**config.mk**
```make
export PLATFORM = sky130hd
export DESIGN_NAME = cpu_sequencer
export DESIGN_NICKNAME = d
export VERILOG_FILES = /design/src/rtl/cpu_sequencer.sv
export SDC_FILE = /design/constraint.sdc
export NUM_CORES = 1
export LEC_CHECK = 0
export CORE_MARGIN = 8
export CORE_UTILIZATION = 39
export CTS_CLUSTER_SIZE = 14
export DETAILED_ROUTE_END_ITERATION = 12
export DONT_BUFFER_PORTS = 1
export GPL_TIMING_DRIVEN = 0
export PLACE_DENSITY = 0.59
export SYNTH_ARGS = -nofsm -noshare
export SYNTH_HDL_FRONTEND = slang
export SYNTH_SLANG_ARGS = --single-unit
export TNS_END_PERCENT = 50
```
**constraint.sdc**
```tcl
create_clock -name clock -period 4.7 [get_ports clock]
set_input_delay 0.94 -clock clock [delete_from_list [all_inputs] [get_ports clock]]
set_output_delay 0.94 -clock clock [all_outputs]
set_load 0.03 [all_outputs]
```
**src/rtl/cpu_sequencer.sv**
```systemverilog
// Multi-cycle sequencer owning PC and IR, arbitrating the shared memory port between fetch and load/store.
// Optional memory-wait timeout, enabled by defining CPU_SEQUENCER_TIMEOUT_EN.
module cpu_sequencer #(
    parameter logic [31:0] RESET_PC    = 32'h0000_0000,
    parameter int unsigned MEM_TIMEOUT = 16
) (
    input  logic        clock,
    input  logic        reset,
    output logic [31:0] pc,
    output logic [31:0] instruction,
    output logic        mem_valid,
    input  logic        mem_ready,
    output logic        mem_write_en,
    output logic [31:0] mem_addr,
    output logic [2:0]  mem_length,
    input  logic [31:0] mem_rdata,
    input  logic        dec_mem_read,
    input  logic        dec_mem_write,
    input  logic        dec_reg_write,
    input  logic        dec_branch,
    input  logic [2:0]  dec_mem_op_length,
    input  logic [31:0] dec_immediate,
    input  logic [31:0] alu_result,
    input  logic        alu_zero,
    output logic        reg_write,
    output logic [31:0] wb_data,
    output logic [2:0]  state,
    output logic        fault
);

    localparam int unsigned XLEN      = 32;
    localparam int unsigned LEN_W     = 3;
    localparam logic [XLEN-1:0]  NOP_INSTR = 32'h0000_0013;
    localparam logic [LEN_W-1:0] LEN_WORD  = 3'b010;

    typedef enum logic [2:0] {
        ST_FETCH     = 3'd0,
        ST_DECODE    = 3'd1,
        ST_EXECUTE   = 3'd2,
        ST_MEMORY    = 3'd3,
        ST_WRITEBACK = 3'd4,
        ST_FAULT     = 3'd7
    } state_e;

    state_e          state_q, state_d;
    logic [XLEN-1:0] pc_q, pc_d;
    logic [XLEN-1:0] instr_q, instr_d;
    logic [XLEN-1:0] result_q, result_d;
    logic [XLEN-1:0] load_q, load_d;
    logic            fault_q, fault_d;
    logic [XLEN-1:0] pc_sum_c;
    logic            timeout_c;

    // State and datapath registers
    always_ff @(posedge clock) begin
        if (reset) begin
            state_q  <= ST_FETCH;
            pc_q     <= {RESET_PC[XLEN-1:2], 2'b00};
            instr_q  <= NOP_INSTR;
            result_q <= '0;
            load_q   <= '0;
            fault_q  <= 1'b0;
        end else begin
            state_q  <= state_d;
            pc_q     <= pc_d;
            instr_q  <= instr_d;
            result_q <= result_d;
            load_q   <= load_d;
            fault_q  <= fault_d;
        end
    end

    assign pc_sum_c = (dec_branch && alu_zero) ? (pc_q + dec_immediate) : (pc_q + XLEN'(4));

    // Next-state and register update logic
    always_comb begin
        state_d  = state_q;
        pc_d     = pc_q;
        instr_d  = instr_q;
        result_d = result_q;
        load_d   = load_q;
        fault_d  = fault_q;
        case (state_q)
            ST_FETCH: begin
                if (mem_ready) begin
                    instr_d = mem_rdata;
                    state_d = ST_DECODE;
                end else if (timeout_c) begin
                    state_d = ST_FAULT;
                end
            end
            ST_DECODE: begin
                state_d = ST_EXECUTE;
            end
            ST_EXECUTE: begin
                result_d = alu_result;
                if (dec_mem_read && dec_mem_write) begin
                    state_d = ST_FAULT;
                end else if (dec_mem_read || dec_mem_write) begin
                    state_d = ST_MEMORY;
                end else begin
                    state_d = ST_WRITEBACK;
                end
            end
            ST_MEMORY: begin
                if (mem_ready) begin
                    if (dec_mem_read) begin
                        load_d = mem_rdata;
                    end
                    state_d = ST_WRITEBACK;
                end else if (timeout_c) begin
                    state_d = ST_FAULT;
                end
            end
            ST_WRITEBACK: begin
                pc_d    = {pc_sum_c[XLEN-1:2], 2'b00};
                state_d = ST_FETCH;
            end
            ST_FAULT: begin
                state_d = ST_FAULT;
            end
            default: begin
                state_d = ST_FAULT;
            end
        endcase
        if (state_d == ST_FAULT) begin
            fault_d = 1'b1;
        end
    end

    // Memory port and writeback decode; reset gates requests in the reset cycle itself
    always_comb begin
        mem_valid    = 1'b0;
        mem_write_en = 1'b0;
        mem_addr     = '0;
        mem_length   = '0;
        reg_write    = 1'b0;
        wb_data      = '0;
        if (!reset) begin
            case (state_q)
                ST_FETCH: begin
                    mem_valid  = 1'b1;
                    mem_addr   = pc_q;
                    mem_length = LEN_WORD;
                end
                ST_MEMORY: begin
                    mem_valid    = 1'b1;
                    mem_addr     = result_q;
                    mem_write_en = dec_mem_write;
                    mem_length   = dec_mem_op_length;
                end
                ST_WRITEBACK: begin
                    reg_write = dec_reg_write;
                    wb_data   = dec_mem_read ? load_q : result_q;
                end
                default: begin
                end
            endcase
        end
    end

`ifdef CPU_SEQUENCER_TIMEOUT_EN
    localparam int unsigned TO_W = $clog2(MEM_TIMEOUT + 1);

    logic [TO_W-1:0] to_cnt_q, to_cnt_d;

    // Wait-cycle counter, restarted whenever a new request phase is entered
    always_comb begin
        to_cnt_d = to_cnt_q;
        if (mem_valid && !mem_ready) begin
            to_cnt_d = to_cnt_q + TO_W'(1);
        end
        if ((state_d != state_q) && ((state_d == ST_FETCH) || (state_d == ST_MEMORY))) begin
            to_cnt_d = '0;
        end
    end

    always_ff @(posedge clock) begin
        if (reset) begin
            to_cnt_q <= '0;
        end else begin
            to_cnt_q <= to_cnt_d;
        end
    end

    assign timeout_c = (to_cnt_q == TO_W'(MEM_TIMEOUT - 1));
`else
    assign timeout_c = 1'b0;
`endif

    assign pc          = pc_q;
    assign instruction = instr_q;
    assign state       = 3'(state_q);
    assign fault       = fault_q;

endmodule

```
==> qor.yml, run 1 <==
finClkSkew_ns: 0.008121
horizontal_die_dimension_um: 152.1
switching_power_uw: 917.7
transition_at_the_pin_with_the_smallest_max_transition_slack_ns: 1.156
post_synth_instance_area_um2: 7222
worstPathMaxFanout: 10
yosys_register_bits: 130
number_of_nets_in_the_final_layout: 1123
final_util_pct: 44.86
grt_max_degree: 17
holdCritPathClass: "register to register"
drtIter0Drc: 338
layout-drive-gt1-share_pct: 5.210
finalWorstPathRequiredPeriod_ns: 4.077
cts-root-to-sink-buffers: 2
finalSetupTns_ns: 0
path_cells: "clkbuf_1, nor2_1, and2_1, clkbuf_1, nand2_1, clkbuf_1, nor2_1"
p_int_uw: 2059
critical_path.endpoint_type: "output port"
rsz0062_at_grt: "false"
synth_xor_area_share_pct: 1.819
cellPowerDensity_nw_per_um2: 366.8
max_cap_violations: 0
synth_compound_gate_area_share_pct: 21.97
crit_required_ns: 3.76
status: "finished clean"
postSynthCellCount: 965
vertical_die_dimension_um: 152.1
initial_antenna_violation_count: 0
detailroute.via_count: 6742
cts_htree_levels: 4
ys.warnings.count: 0
part_of_the_total_power_dissipated_in_the_clock_network_pct: 45.7
avgSynthCellArea_um2: 7.484
route.antenna.remaining_nets: 0
slew_viol_final: 0
clk_pin_slew_ns: 0.06
cts-root-buf: "clkbuf_16"
synth-seq-area-share_pct: 36.04
setup_crit_start_kind: "register"
initial_util_pct: 39.93
cts.repair_timing.setup_buffer_count: 0
post_cts_resize_count: 0
vdd_drop_max_mv: 0.2473
portbufs: 0
synthArstFlopShare_pct: 0
route.final.wire_length_mm: 25.98
gp_congestion: 0.8761
cts_tree: "built"
final.period_utilization_pct: 86.75
post_synth_and_or_nand_nor_area_fraction_pct: 24.72
final.fill_count: 1868
worst_path_max_delay_cell: "nor2_1"
syn_to_final_growth_pct: 12.35
cts_hold_buf: 0
worst_ep_arrival_time_ns: 3.14
multi_input_logic_area_um2: 4274
clkLatencyLatePin_ns: 0.43
switching_fraction_of_total_power_pct: 30.83
synthDistinctLibCells: 62
maxClockFrequency_ghz: 0.2453
timing.setup.critical_path_class: "register to output port"
global_route_wire_length_before_repair_mm: 39.63
seq_power_share_pct: 43.0
core_um2: 18090
final_common_cell: "nand2_1"
power_frac_comb_pct: 11.2
placement_rows: 49
place_hpwl_mm: 20.66
grt_util_all_layers_pct: 21.98
synth_mux_area_share_pct: 5.007
synthAdderAreaFrac_pct: 5.475
sequential_cell_area_um2: 2603
leakagePower_uw: 0.003054
design.portCount: 245
worst_slew_margin_rel_pct: 22.47
drt_drc_violations_left: 0
antenna_cells: 0
timing.critical_path.slowest_cell_delay_ns: 0.59
final_cell_mix: "nand2_1, a21oi_1, dfxtp_1, clkbuf_1, nor2_1"
synth_edf_count: 0
drt_pass1_iterations: 5
die-area_um2: 23130
synth-main-ff-cell: "dfxtp_1"
global_route.overflow_total: 0
detail_route.wl_per_cell_um: 21.17
clock_sinks: 130
route.detailed.vias_per_inst: 5.495
grt_pass1_vias: 6535
cts_inserted_buffers: 17
final-setup-viol-count: 0
finalHoldViolations: 0
timing.critical_path.mode_cell: "clkbuf_1"
synth_top_family_by_area: "simple AND/OR/NAND/NOR gates"
## worst max-delay path, delay by kind of cell (launching register included)
family                 cells  cell delay [ns]
buffers and inverters      3             0.97
and+or+nand+nor            4             1.32
DFF                        1             0.44
## power groups by stage
stage	logic, µW	clock network, µW	registers [µW]
CTS	337	1390	1280
global placement	330	0	1310
floorplan	253	0	1280
detailed placement	336	0	1310
global route	374	1440	1290
finish	334	1360	1280
## worst paths after layout
kind / startpoint / slack, ns / depth (start not counted) / endpoint
worst max-delay path: state[1] / 0.62 / 7 / wb_data[11]
worst min register to register: load_q[19] / 0.45 / 2 / load_q[19]
worst max register to register: pc[2] / 1.41 / 11 / pc[30]
worst min-delay path: load_q[19] / 0.45 / 2 / load_q[19]
## cells by family after synthesis
kind of cell,count (synthesis)
XOR/XNOR,15
buffers and inverters,90
AO/OA/AOI/OAI,251
adder cells (fa/ha/maj),31
other,1
flip-flops,130
AND/OR/NAND/NOR,411
multiplexers,36
## cell type report
class	instances	area share, %
Multi-Input combinational cell	746	52.68
Inverter	17	0.7864
Clock buffer	18	5.289
Sequential cell	130	32.07
Clock inverter	14	2.051
Tap cell	229	3.531
Buffer	73	3.593
## Yosys cell counts (4+ instances only)
master | instances | area, µm²
and2_1 | 8 | 50.05
clkbuf_1 | 68 | 255.2
nor2_1 | 64 | 240.2
ha_1 | 30 | 375.4
nor4b_1 | 4 | 35.03
o21ai_0 | 9 | 45.04
o21a_1 | 6 | 45.04
nand3_1 | 19 | 95.09
mux2i_1 | 35 | 350.3
a31oi_1 | 5 | 31.28
xnor2_1 | 14 | 122.6
a21oi_1 | 141 | 705.7
a21o_1 | 13 | 97.59
nand2_1 | 254 | 953.4
a22o_1 | 31 | 271.5
and3_1 | 31 | 193.9
o211ai_1 | 5 | 37.54
dfxtp_1 | 130 | 2603
o21ai_1 | 5 | 25.02
inv_1 | 17 | 63.81
nor3_1 | 10 | 50.05
a211oi_1 | 8 | 60.06
## state kept, by name, indices dropped and copies added, names as in the netlist
name / count
load_q: 32
pc: 30
fault: 1
state: 3
instruction: 32
result_q: 32
## stage by stage
stage | hold slack, ns | instances | setup slack [ns] | total power (µW) | instance area, µm²
4_1_cts | 0.4543 | 1227 | 0.6144 | 3007 | 8114
5_1_grt | 0.4737 | 1227 | 0.4284 | 3101 | 8114
6_report | 0.4548 | 1227 | 0.6227 | 2976 | 8114
2_1_floorplan | 0.4360 | 966 | 1.295 | 1532 | 7226
3_3_place_gp | 0.4421 | 1195 | 0.6897 | 1637 | 7512
3_5_place_dp | 0.4463 | 1195 | 0.6578 | 1642 | 7518
## routing by layer
layer  part of all wire, %  up-vias  track usage, %
met1                    42     3127           25.62
met2                    48      217           36.73
met5                     0        -               0
met4                   1.7        0           6.759
li1                      -     3372               -
met3                   8.9       26           8.338
Power figures use the tool's default switching activity.
==> run 2: changes to the inputs <==
- SLEW_MARGIN: default -> 40
==> run 2 against run 1 <==
- via count is essentially flat
- global-route usage shrank 0.22 points
- wire length shrank 0.16%
- power shrank 1.1%
- clock skew grew 0.0031 ns
- clock power shrank 3%
- maximum frequency grew 0.35%
- non-clock buffer count grew 1
- register-to-register slack is essentially flat
- critical path depth is the same
==> qor.yml, run 2 (synthesis gave the netlist of run 1 again) <==
detail_route.wl_per_cell_um: 21.10  # was 21.17 µm
timing.setup.critical_path_class: "register to output port"  # unchanged
cts_inserted_buffers: 17  # unchanged
route.detailed.vias_per_inst: 5.482  # was 5.495
placement_rows: 49  # unchanged
slew_viol_final: 0  # unchanged
cts_hold_buf: 0  # unchanged
status: "finished clean"  # unchanged
finalHoldViolations: 0  # unchanged
global_route.overflow_total: 0  # unchanged
holdCritPathClass: "register to register"  # unchanged
vdd_drop_max_mv: 0.2391  # was 0.2473 mV
core_um2: 18090  # unchanged
detailroute.via_count: 6737  # was 6,742
final.period_utilization_pct: 86.45  # was 86.75%
grt_pass1_vias: 6443  # was 6,535
drt_pass1_iterations: 5  # unchanged
place_hpwl_mm: 20.65  # was 20.66 mm
cts.repair_timing.setup_buffer_count: 0  # unchanged
critical_path.endpoint_type: "output port"  # unchanged
transition_at_the_pin_with_the_smallest_max_transition_slack_ns: 0.7439  # was 1.156 ns
cell_count_of_the_worst_hold_path: 2  # unchanged
initial_antenna_violation_count: 1  # was 0
cellPowerDensity_nw_per_um2: 362.2  # was 366.8 nW/µm²
drt_drc_violations_left: 0  # unchanged
rsz0062_at_grt: "false"  # unchanged
worstPathMaxFanout: 10  # unchanged
final_common_cell: "nand2_1"  # unchanged
max_cap_violations: 0  # unchanged
cts_tree: "built"  # unchanged
worst_slew_margin_rel_pct: 50.41  # was 22.47%
layout-drive-gt1-share_pct: 5.706  # was 5.210%
worst_hold_startpoint: "load_q[19]"  # unchanged
finalWorstPathRequiredPeriod_ns: 4.063  # was 4.077 ns
worst_ep_arrival_time_ns: 3.12  # was 3.14 ns
cts_htree_levels: 4  # unchanged
finClkSkew_ns: 0.01125  # was 0.008121 ns
post_cts_resize_count: 0  # unchanged
r2r_start: "pc[2]"  # unchanged
gp_congestion: 0.8761  # unchanged
design.portCount: 245  # unchanged
number_of_nets_in_the_final_layout: 1124  # was 1,123
cts-root-to-sink-buffers: 2  # unchanged
leakagePower_uw: 0.003055  # was 0.003054 µW
horizontal_die_dimension_um: 152.1  # unchanged
cts-root-buf: "clkbuf_16"  # unchanged
grt_max_degree: 17  # unchanged
final.fill_count: 1889  # was 1,868
final_cell_mix: "nand2_1, a21oi_1, dfxtp_1, clkbuf_1, nor2_1"  # unchanged
worst_reg2reg_setup_slack_ns: 1.41  # about the same
worstReg2RegEnd: "pc[30]"  # unchanged
global_route_wire_length_before_repair_mm: 39.30  # was 39.63 mm
syn_to_final_growth_pct: 12.49  # was 12.35%
route.final.wire_length_mm: 25.94  # was 25.98 mm
finalSetupTns_ns: 0  # unchanged
portbufs: 0  # unchanged
clkLatencyLatePin_ns: 0.43  # about the same
vertical_die_dimension_um: 152.1  # unchanged
crit_required_ns: 3.76  # about the same
maxClockFrequency_ghz: 0.2461  # was 0.2453 GHz
hold-path-endpoint: "load_q[19]"  # unchanged
r2r_cells: 11  # unchanged
final-setup-viol-count: 0  # unchanged
route.antenna.remaining_nets: 0  # unchanged
drtIter0Drc: 313  # was 338
finalWorstSetupSlack_ns: 0.6368  # was 0.6227 ns
clk_pin_slew_ns: 0.06  # about the same
die-area_um2: 23130  # unchanged
setup_crit_start_kind: "register"  # unchanged
initial_util_pct: 39.93  # unchanged
placement.setup.worst_slack_ns: 0.6571  # was 0.6578 ns
clock_sinks: 130  # unchanged
grt_util_all_layers_pct: 21.75  # was 21.98%
==> run 2: how the worst max path moves through the flow <==
stage | start | end | slack (ns) | cells past startpoint
after floorplan | dec_branch | pc[29] | 1.30 | 13
after global placement | dec_branch | pc[30] | 0.69 | 11
after detailed placement | alu_zero | pc[30] | 0.66 | 11
after CTS | state[1] | wb_data[11] | 0.60 | 7
after global routing | state[1] | wb_data[14] | 0.45 | 7
final | state[1] | wb_data[18] | 0.64 | 7
==> run 2: cell type report <==
class / instances / area [µm²] / share of cell area [%]
clock buffer: 18 / 429.2 / 5.283
timing repair buffer: 1 / 7.507 / 0.09241
multi-input combinational: 746 / 4294 / 52.86
clock inverter: 14 / 146.4 / 1.802
antenna: 1 / 2.502 / 0.03080
tap: 229 / 286.5 / 3.527
sequential: 130 / 2603 / 32.03
buffer: 73 / 291.5 / 3.588
inverter: 17 / 63.81 / 0.7855
==> run 2: metal layers <==
layer  GRT usage, %  vias up  part of all wire [%]
met5              0        -                     0
met1          25.45     3119                    43
met2          36.60      210                    48
met4          6.426        0                   1.7
met3          7.941       26                   8.1
li1               -     3382                     -
==> run 2: report_power, final <==
part	switching (µW)	leakage [µW]	internal, µW
clock network	577	0.000270	747
registers	123	0.00105	1160
logic	234	0.00173	103
==> run 2: per-stage QoR <==
step | utilization (%) | cell area (µm²) | total power (µW) | cells | hold slack, ns
after floorplan | - | 7226 | 1532 | 966 | 0.4360
after global placement | 41.54 | 7512 | 1637 | 1195 | 0.4421
after detailed placement | 41.67 | 7536 | 1643 | 1196 | 0.4463
after CTS | 44.85 | 8112 | 2964 | 1228 | 0.4544
after global routing | 44.92 | 8124 | 3055 | 1229 | 0.4754
final | 44.92 | 8124 | 2943 | 1229 | 0.4559
==> run 2: critical path, cell delays in order (launching register included) <==
cell and delay, ns:
dfxtp_1 0.45, clkbuf_1 0.28, nor2_1 0.17, and2_1 0.14, clkbuf_1 0.34, nand2_1 0.41
clkbuf_1 0.34, nor2_1 0.57
==> run 3: changes to the inputs <==
- DONT_BUFFER_PORTS: 1 -> default
- PLACE_DENSITY: 0.59 -> 0.76
==> run 3 against run 2 <==
- non-clock buffer count up 237
- first-iteration DRC count is 33% higher
- utilization increased by 13 points
- via count increased by 15%
- largest power group unchanged
- sequential power fell by 5%
- register-to-register slack improved by 0.28 ns
- count of clock-buffer cells in the layout grew 1
- wire length increased by 5.5%
==> qor.yml, run 3 (synthesis gave the netlist of run 1 again) <==
status: "finished clean"  # unchanged
rsz0062_at_grt: "false"  # unchanged
cts-root-to-sink-buffers: 2  # unchanged
cpLargestDelayFamily: "buffers and inverters"  # was simple AND/OR/NAND/NOR gates
initial_antenna_violation_count: 4  # was 1
timing.critical_path.slowest_cell_delay_ns: 0.74  # was 0.57 ns
stdcell_count: 1468  # was 1,229
transition_at_the_pin_with_the_smallest_max_transition_slack_ns: 0.7954  # was 0.7439 ns
cts_hold_buf: 0  # unchanged
final-setup-viol-count: 0  # unchanged
cell_count_of_the_worst_hold_path: 2  # unchanged
syn_to_final_growth_pct: 45.43  # was 12.49%
power_frac_comb_pct: 18.4  # was 11.5%
final_common_cell: "nand2_1"  # unchanged
switching_power_uw: 933.8  # was 934.0 µW
portbufs: 238  # was 0
r2r_start: "pc[2]"  # unchanged
worstReg2RegEnd: "pc[30]"  # unchanged
path_cells: "clkbuf_1, nor2_1, and2_1, clkbuf_1, nand2_1, clkbuf_1, nor2_1, clkdlybuf4s50_1"  # was clkbuf_1, nor2_1, and2_1, clkbuf_1, nand2_1, clkbuf_1, nor2_1
clkLatencyLatePin_ns: 0.42  # was 0.43 ns
detail_route.wl_per_cell_um: 18.64  # was 21.10 µm
design.portCount: 245  # unchanged
clock_sinks: 130  # unchanged
cp.buffers_inverters: 4  # was 3
finalWorstPathRequiredPeriod_ns: 4.202  # was 4.063 ns
grt_util_all_layers_pct: 23.22  # was 21.75%
hold-path-endpoint: "instruction[26]"  # was load_q[19]
global_route.overflow_total: 0  # unchanged
cts.repair_timing.setup_buffer_count: 0  # unchanged
route.detailed.vias_per_inst: 5.257  # was 5.482
cts_htree_levels: 4  # unchanged
highest_layer: "met5"  # was met4
timing.setup.critical_path_class: "register to output port"  # unchanged
drt_pass1_iterations: 5  # unchanged
worstPathMaxFanout: 10  # unchanged
maxClockFrequency_ghz: 0.2380  # was 0.2461 GHz
timing.critical_path.mode_cell: "clkbuf_1"  # unchanged
max_cap_violations: 0  # unchanged
worst_hold_startpoint: "instruction[26]"  # was load_q[19]
route.final.wire_length_mm: 27.37  # was 25.94 mm
die-area_um2: 23130  # unchanged
met2WireLength_mm: 13.23  # was 12.35 mm
placement.setup.worst_slack_ns: 0.2220  # was 0.6571 ns
clk_pin_slew_ns: 0.06  # about the same
finalHoldViolations: 0  # unchanged
core_um2: 18090  # unchanged
finalWorstSetupSlack_ns: 0.4979  # was 0.6368 ns
vdd_drop_max_mv: 0.2483  # was 0.2391 mV
gp_congestion: 0.9123  # was 0.8761
r2r_cells: 11  # unchanged
worst_reg2reg_setup_slack_ns: 1.69  # was 1.41 ns
finalSetupTns_ns: 0  # unchanged
final.period_utilization_pct: 89.41  # was 86.45%
worst_ep_arrival_time_ns: 3.26  # was 3.12 ns
grt_pass1_vias: 7654  # was 6,443
wl_met3_mm: 2.125  # was 2.106 mm
finClkSkew_ns: 0.008577  # was 0.01125 ns
stdcell_area_um2: 10500  # was 8124 µm²
part_of_the_total_power_dissipated_in_the_clock_network_pct: 43.1  # was 45.0%
crit_required_ns: 3.76  # about the same
placement_rows: 49  # unchanged
drt_drc_violations_left: 0  # unchanged
post_place_cell_area_um2: 9899  # was 7536 µm²
drtIter0Drc: 417  # was 313
holdCritPathClass: "register to register"  # unchanged
switching_fraction_of_total_power_pct: 29.81  # was 31.74%
slew_viol_final: 0  # unchanged
leakagePower_uw: 0.003922  # was 0.003055 µW
layout-drive-gt1-share_pct: 4.207  # was 5.706%
initial_util_pct: 39.93  # unchanged
detailroute.via_count: 7718  # was 6,737
route.antenna.remaining_nets: 0  # unchanged
numPlacedInstances: 1433  # was 1,196
horizontal_die_dimension_um: 152.1  # unchanged
final_cell_mix: "nand2_1, clkdlybuf4s50_1, a21oi_1, dfxtp_1, clkbuf_1"  # was nand2_1, a21oi_1, dfxtp_1, clkbuf_1, nor2_1
cellPowerDensity_nw_per_um2: 298.3  # was 362.2 nW/µm²
grt_max_degree: 17  # unchanged
final.fill_count: 1661  # was 1,889
setup_crit_start_kind: "register"  # unchanged
global_route_wire_length_before_repair_mm: 42.82  # was 39.30 mm
vertical_die_dimension_um: 152.1  # unchanged
place_hpwl_mm: 21.59  # was 20.65 mm
cts_tree: "built"  # unchanged
worst_slew_margin_rel_pct: 46.86  # was 50.41%
p_int_uw: 2199  # was 2009 µW
critical_path.endpoint_type: "output port"  # unchanged
seq_power_share_pct: 38.5  # was 43.5%
number_of_nets_in_the_final_layout: 1361  # was 1,124
cts_inserted_buffers: 17  # unchanged
cts-root-buf: "clkbuf_16"  # unchanged
wl_met1_mm: 11.33  # was 11.04 mm
worst_path_max_delay_cell: "clkdlybuf4s50_1"  # was nor2_1
post_cts_resize_count: 0  # unchanged
## run 3: cell types whose count changed in the layout (fill, tap and decap cells not counted), sizes merged
cell and change:
buf -1, bufinv +1, clkbuf +1, clkdlybuf4s50 +238, clkinv +4, clkinvlp -1
diode +2, inv -5
## run 3: power by group through the flow
stage               Clock [µW]  Combinational, µW  Sequential [µW]
finish                    1350                575             1210
detailed placement           0                572             1230
global placement             0                567             1230
floorplan                    0                253             1280
CTS                       1370                576             1210
global route              1420                624             1210
## run 3: worst max-delay path by stage
stage | from | end | slack [ns] | cells after the start
after CTS | state[0] | wb_data[13] | 0.46 | 8
after global routing | state[0] | wb_data[1] | 0.29 | 8
after global placement | alu_zero | pc[30] | 0.24 | 12
final | state[0] | wb_data[1] | 0.50 | 8
after detailed placement | alu_zero | pc[30] | 0.22 | 12
after floorplan | dec_branch | pc[29] | 1.30 | 13
## run 3: layer usage
layer,global-route usage [%],vias up
met5,0,-
met4,9.281,2
met3,7.544,41
met2,39.39,230
met1,26.61,3585
li1,-,3860
## run 3: cell type report
| cell class | count | area (µm²) | share of cell area, % |
|---|---|---|---|
| Multi-Input combinational cell | 746 | 4273 | 40.68 |
| Inverter | 17 | 63.81 | 0.6076 |
| Clock buffer | 19 | 442.9 | 4.217 |
| Antenna cell | 3 | 7.507 | 0.07148 |
| Tap cell | 229 | 286.5 | 2.728 |
| Sequential cell | 130 | 2603 | 24.78 |
| Timing Repair Buffer | 238 | 2382 | 22.68 |
| Buffer | 73 | 291.5 | 2.776 |
| Clock inverter | 13 | 152.6 | 1.453 |
## run 3: worst reg2reg max path, stage by stage (launching register included)
cell	delay (ns)
dfxtp_1	0.42
ha_1	0.22
inv_1	0.07
fa_1	0.41
nor2b_1	0.17
o31a_1	0.23
o31ai_2	0.11
a21oi_2	0.33
a31oi_1	0.23
a311oi_1	0.43
mux2i_1	0.24
nand2_1	0.06
## run 3: stage by stage
step           hold WS, ns  utilization (%)  total power, µW
5_1_grt             0.4758            58.07             3256
3_5_place_dp        0.4484            54.74             1802
4_1_cts             0.4546            58.03             3152
2_1_floorplan       0.4360                -             1532
3_3_place_gp        0.4411            54.71             1794
6_report            0.4549            58.07             3133
